--- config.mk ---
export PLATFORM = sky130hd
export DESIGN_NAME = if_fetch_unit
export DESIGN_NICKNAME = d
export VERILOG_FILES = /design/src/rtl/if_fetch_unit_pkg.sv /design/src/rtl/if_fetch_unit.sv
export SDC_FILE = /design/constraint.sdc
export NUM_CORES = 1
export LEC_CHECK = 0
export BUFFER_PORTS_ARGS = -buffer_cell sky130_fd_sc_hd__buf_2
export CORE_UTILIZATION = 52
export CTS_BUF_LIST = sky130_fd_sc_hd__clkbuf_4
export DETAILED_ROUTE_END_ITERATION = 8
export PLACE_DENSITY = 0.89
export SLEW_MARGIN = 5
export SYNTH_ARGS = -nofsm -noshare
export SYNTH_HDL_FRONTEND = slang
export SYNTH_SLANG_ARGS = --single-unit
--- constraint.sdc ---
create_clock -name clock -period 4.7 [get_ports clock]
set_input_delay 0.47 -clock clock [delete_from_list [all_inputs] [get_ports clock]]
set_output_delay 0.47 -clock clock [all_outputs]
set_load 0.005 [all_outputs]
--- src/rtl/if_fetch_unit_pkg.sv ---
// Shared definitions for the instruction-fetch stage: datapath width,
// reset PC, the NOP bubble encoding and the fetch FSM state type.
package if_fetch_unit_pkg;

    localparam int XLEN = 32;

    // PC value loaded by reset
    localparam logic [XLEN-1:0] RESET_PC  = 32'h0000_0000;

    // addi x0, x0, 0 -- the bubble shown to ID whenever no instruction is held
    localparam logic [XLEN-1:0] NOP_INSTR = 32'h0000_0013;

    // REQ   : request presented on the memory port, waiting for acceptance
    // WAIT  : request accepted, waiting for its response
    // HOLD  : instruction buffered and presented to IF/ID until consumed
    // DRAIN : a response is still owed for a request made stale by a redirect
    typedef enum logic [1:0] {
        ST_REQ   = 2'd0,
        ST_WAIT  = 2'd1,
        ST_HOLD  = 2'd2,
        ST_DRAIN = 2'd3
    } fetch_state_e;

    // Sequential PC increment; wraps silently at 2^XLEN
    function automatic logic [XLEN-1:0] pcPlus4(input logic [XLEN-1:0] pc);
        return pc + XLEN'(4);
    endfunction

endpackage

--- src/rtl/if_fetch_unit.sv ---
// Instruction-fetch stage. Owns the PC, keeps at most one instruction-memory
// request in flight, and feeds PC, PC+4 and the fetched instruction to the
// IF/ID pipeline register. IF_Flush tells IF/ID to load a NOP bubble in any
// cycle where no valid instruction is held or a redirect is taking place.
module if_fetch_unit
    import if_fetch_unit_pkg::*;
#(
    parameter logic [XLEN-1:0] BOOT_PC = RESET_PC
) (
    input  logic            clock,
    input  logic            reset,
    input  logic            IF_ID_Write,
    input  logic            EX_Redirect,
    input  logic [XLEN-1:0] EX_Target,
    output logic            imem_req,
    output logic [XLEN-1:0] imem_addr,
    input  logic            imem_ready,
    input  logic            imem_rvalid,
    input  logic [XLEN-1:0] imem_rdata,
    output logic [XLEN-1:0] IF_PC,
    output logic [XLEN-1:0] IF_PC_4,
    output logic [XLEN-1:0] IF_instruction,
    output logic            IF_Flush
);

    fetch_state_e    state_q;
    logic [XLEN-1:0] pc_q;
    logic [XLEN-1:0] instrBuf_q;
    logic            outValid_q;

    // A redirect must drain rather than restart if memory still owes a
    // response after this edge: an accepted-but-unanswered request in WAIT,
    // a request being accepted right now in REQ, or an unfinished DRAIN.
    logic outstandingAfterEdge;

    // Decide whether a redirect this cycle leaves a response in flight
    always_comb begin
        outstandingAfterEdge = 1'b0;
        unique case (state_q)
            ST_REQ:   outstandingAfterEdge = imem_ready;
            ST_WAIT:  outstandingAfterEdge = ~imem_rvalid;
            ST_DRAIN: outstandingAfterEdge = ~imem_rvalid;
            ST_HOLD:  outstandingAfterEdge = 1'b0;
            default:  outstandingAfterEdge = 1'b0;
        endcase
    end

    // Fetch FSM: PC, instruction buffer, valid flag and state update together
    always_ff @(posedge clock or posedge reset) begin
        if (reset) begin
            state_q    <= ST_REQ;
            pc_q       <= BOOT_PC;
            instrBuf_q <= NOP_INSTR;
            outValid_q <= 1'b0;
        end else if (EX_Redirect) begin
            pc_q       <= EX_Target;
            instrBuf_q <= NOP_INSTR;
            outValid_q <= 1'b0;
            state_q    <= outstandingAfterEdge ? ST_DRAIN : ST_REQ;
        end else begin
            unique case (state_q)
                ST_REQ: begin
                    if (imem_ready) begin
                        state_q <= ST_WAIT;
                    end
                end
                ST_WAIT: begin
                    if (imem_rvalid) begin
                        instrBuf_q <= imem_rdata;
                        outValid_q <= 1'b1;
                        state_q    <= ST_HOLD;
                    end
                end
                ST_HOLD: begin
                    if (IF_ID_Write) begin
                        pc_q       <= pcPlus4(pc_q);
                        instrBuf_q <= NOP_INSTR;
                        outValid_q <= 1'b0;
                        state_q    <= ST_REQ;
                    end
                end
                ST_DRAIN: begin
                    if (imem_rvalid) begin
                        state_q <= ST_REQ;
                    end
                end
                default: begin
                    state_q <= ST_REQ;
                end
            endcase
        end
    end

    // Memory port is driven from state only; held low while reset is asserted
    always_comb begin
        imem_req  = (state_q == ST_REQ) & ~reset;
        imem_addr = pc_q;
    end

    // IF/ID-facing outputs; only IF_Flush reacts combinationally to a redirect
    always_comb begin
        IF_PC          = pc_q;
        IF_PC_4        = pcPlus4(pc_q);
        IF_instruction = outValid_q ? instrBuf_q : NOP_INSTR;
        IF_Flush       = EX_Redirect | ~outValid_q;
    end

endmodule
==> results.cfg <==
[global_routing]
grt_pass1_vias = 3572
grt_overflow_total = 0
grt_first_pass_wirelength_mm = 17.53
track_usage_pct = 26.62
antenna_found_initial = 0
grt_max_degree = 68

[timing]
setup_viol = 0
slew_headroom_pct = 26.51
slew_viol_final = 0
whs_ps = 265.9
fin_crit_sh_pct = 75.01
grt_setup_unrepaired = false
worst_pin_slew_ps = 1101
fin_setup_tns_ps = 0
period_needed_ps = 3525
fmax_mhz = 283.7
hold_violations = 0
skew_ps = 22.91

[clock_tree]
cts_tree = yes
clock_path_buffers = 2
cts_max_level = 3
ctsResizeCount = 0
clk-insertion-delay-late_ps = 410
ctsRootBufferMaster = clkbuf_4
numCtsBuffers = 9
post-cts-setup-buffers = 0
clk_pin_slew_ps = 120
postCtsHoldBufs = 0
cts.sinks = 67

[hold_path]
worstHoldEndpoint = IF_PC[8]
min_path_cells = 3
min_from = EX_Target[8]
hp-class = input pin to register

[synthesis]
synthSimpleGateAreaFrac_pct = 24.24
syn_avg_cell_area_sq_um = 9.147
synth_enable_flop_cells = 0
yosysSeqAreaShare_pct = 41.10
synth_warnings = 0
synth_top_area_cell = dfrtp_1
ys.flop_type = dfrtp_1
synth_xor_area_share_pct = 8.354
syn_area_sq_um = 4089
synth-adder-area-share_pct = 0.3060
synth_top_family_by_area = simple AND/OR/NAND/NOR gates
synthCells = 447
synth_compound_area_share_pct = 14.60
syn-num-nets = 518
synth_top_area_share_pct = 39.17
synth_most_common_cell = dfrtp_1
synth.area.top_cells = dfrtp_1 (39%), a22o_1 (6.4%), buf_4 (6.2%)
synth_cell_types = 42
synth_commonest_cells = dfrtp_1 (64), buf_4 (34), nand2_1 (34)
synthMuxAreaShare_pct = 0.7956
ys_ff_latch = 67
async_reset_ff_share_pct = 100.0

[die]
io_pins = 200
initial_core_util_pct = 55.19
core_sq_um = 7408
die_height_um = 90.68
die_w_um = 90.68
rows = 31
dieArea_sq_um = 8222

[worst_setup_path]
path_class = register to primary output
crit_required_ps = 4230
cp_max_fo = 18
arrival_ps = 3060
reg2reg_to = IF_PC[22]
r2r_slack_ps = 1820
cp-end-kind = primary output
rr_worst_depth = 5
cp-start-kind = register
reg2reg_from = IF_PC[2]

[final_layout]
antenna_cells = 0
final_nets = 659
layout-drive-gt1-share_pct = 38.95
fillers = 645
final_core_util_pct = 66.95
final_cells = 692
area_growth_pct = 21.30

[route]
firstDrtPassIters = 5
vias = 3926
drt_drc_violations_left = 0
top_layer = met4
drtIter0Drc = 235
wl_met1_mm = 4.553
dr_wl_met3_um = 746
drt_wl_total_mm = 11.03
viasPerCell = 5.673
wl_per_cell_um = 15.94
drtAntennaViolNets = 0
wl_met2_mm = 5.453

[status]
status = completed

[placed_design]
placedCellCount = 676
gp_congestion = 0.8855
portBuffers = 199
place_hpwl_mm = 7.855

[pwr]
leakagePower_nw = 2.380
power_density_nw_per_um2 = 310.7
ir_worst_vdd_uv = 182.3

[job]
drv_cap = 0
## kinds of logic (layout without fill, tap and decap cells)
| family | after synthesis | count (layout) |
|---|---|---|
| DFF | 67 | 67 |
| adders and majority gates | 1 | 1 |
| and+or+nand+nor | 178 | 178 |
| AOI/OAI and AO/OA | 81 | 81 |
| buffers and inverters | 78 | 224 |
| muxes | 3 | 3 |
| xor gates and xnor gates | 39 | 39 |
## cell type report
class                           count  area [sq um]  area share (%)
Clock buffer                       10         75.07           1.514
Tap cell                           99         123.9           2.497
Inverter                            7         26.28          0.5298
Timing Repair Buffer              201          1011           20.38
Sequential cell                    67          1680           33.88
Clock inverter                      6         66.31           1.337
Multi-Input combinational cell    302          1977           39.86
## worst max-delay path, cell delays in order, from the launching register on
cell and delay [ps]:
dfrtp_1 500, ha_1 250, nand3_1 370, or4_1 920, nor3_1 330, xor2_1 150, buf_2 120
## flip-flops by register name, indices dropped and copies added, names as in the netlist
signal / count
state_q: 2
instrBuf_q: 32
IF_PC: 32
outValid_q: 1
## power breakdown
group | switching (W) | internal (W)
Combinational | 0.000199 | 0.000186
Sequential | 0.000113 | 0.000652
Clock | 0.000223 | 0.000168
Total | 0.000535 | 0.00101
## through the flow
step	power, W	instance area (sq um)	worst slack (ps)
floorplan	0.001016	4089	2239
global placement	0.001142	4818	1730
detailed placement	0.001159	4818	1643
CTS	0.001551	4960	1185
global route	0.001625	4960	967.6
finish	0.001541	4960	1175
## metal layers
metal	GRT usage (%)	vias to the layer above
li1	-	1852
met1	34.71	1864
met2	43.94	182
met3	3.451	28
met4	12.37	0
met5	0	-
## placed cells by master, fill, tap and decap left out, types with 5 or more instances in the layout
master    synthesis  routed
dfrtp_1          64      64
nor3_1           14      14
clkbuf_4          0      10
nor2_1           27      26
xor2_1           21      21
nand4_1          10      10
a22o_1           30      30
o31ai_1           9       9
xnor2_1          18      18
o21ai_0          14      14
a31oi_1          15      15
nand2_1          34      34
nand3_1          17      17
and2_1           29      29
inv_1             6       5
buf_2             8     199
or4_1            18      18
## how the worst max path moves through the flow
| stage | startpoint | endpoint | slack (ps) | cells past startpoint |
|---|---|---|---|---|
| global route | IF_PC[2] | IF_PC_4[28] | 970 | 6 |
| floorplan | IF_PC[2] | IF_PC_4[26] | 2240 | 7 |
| finish | IF_PC[2] | IF_PC_4[28] | 1170 | 6 |
| detailed placement | IF_PC[2] | IF_PC_4[28] | 1640 | 6 |
| CTS | IF_PC[2] | IF_PC_4[28] | 1180 | 6 |
| global placement | IF_PC[2] | IF_PC_4[26] | 1730 | 6 |
(Power assumes the default switching activity.)
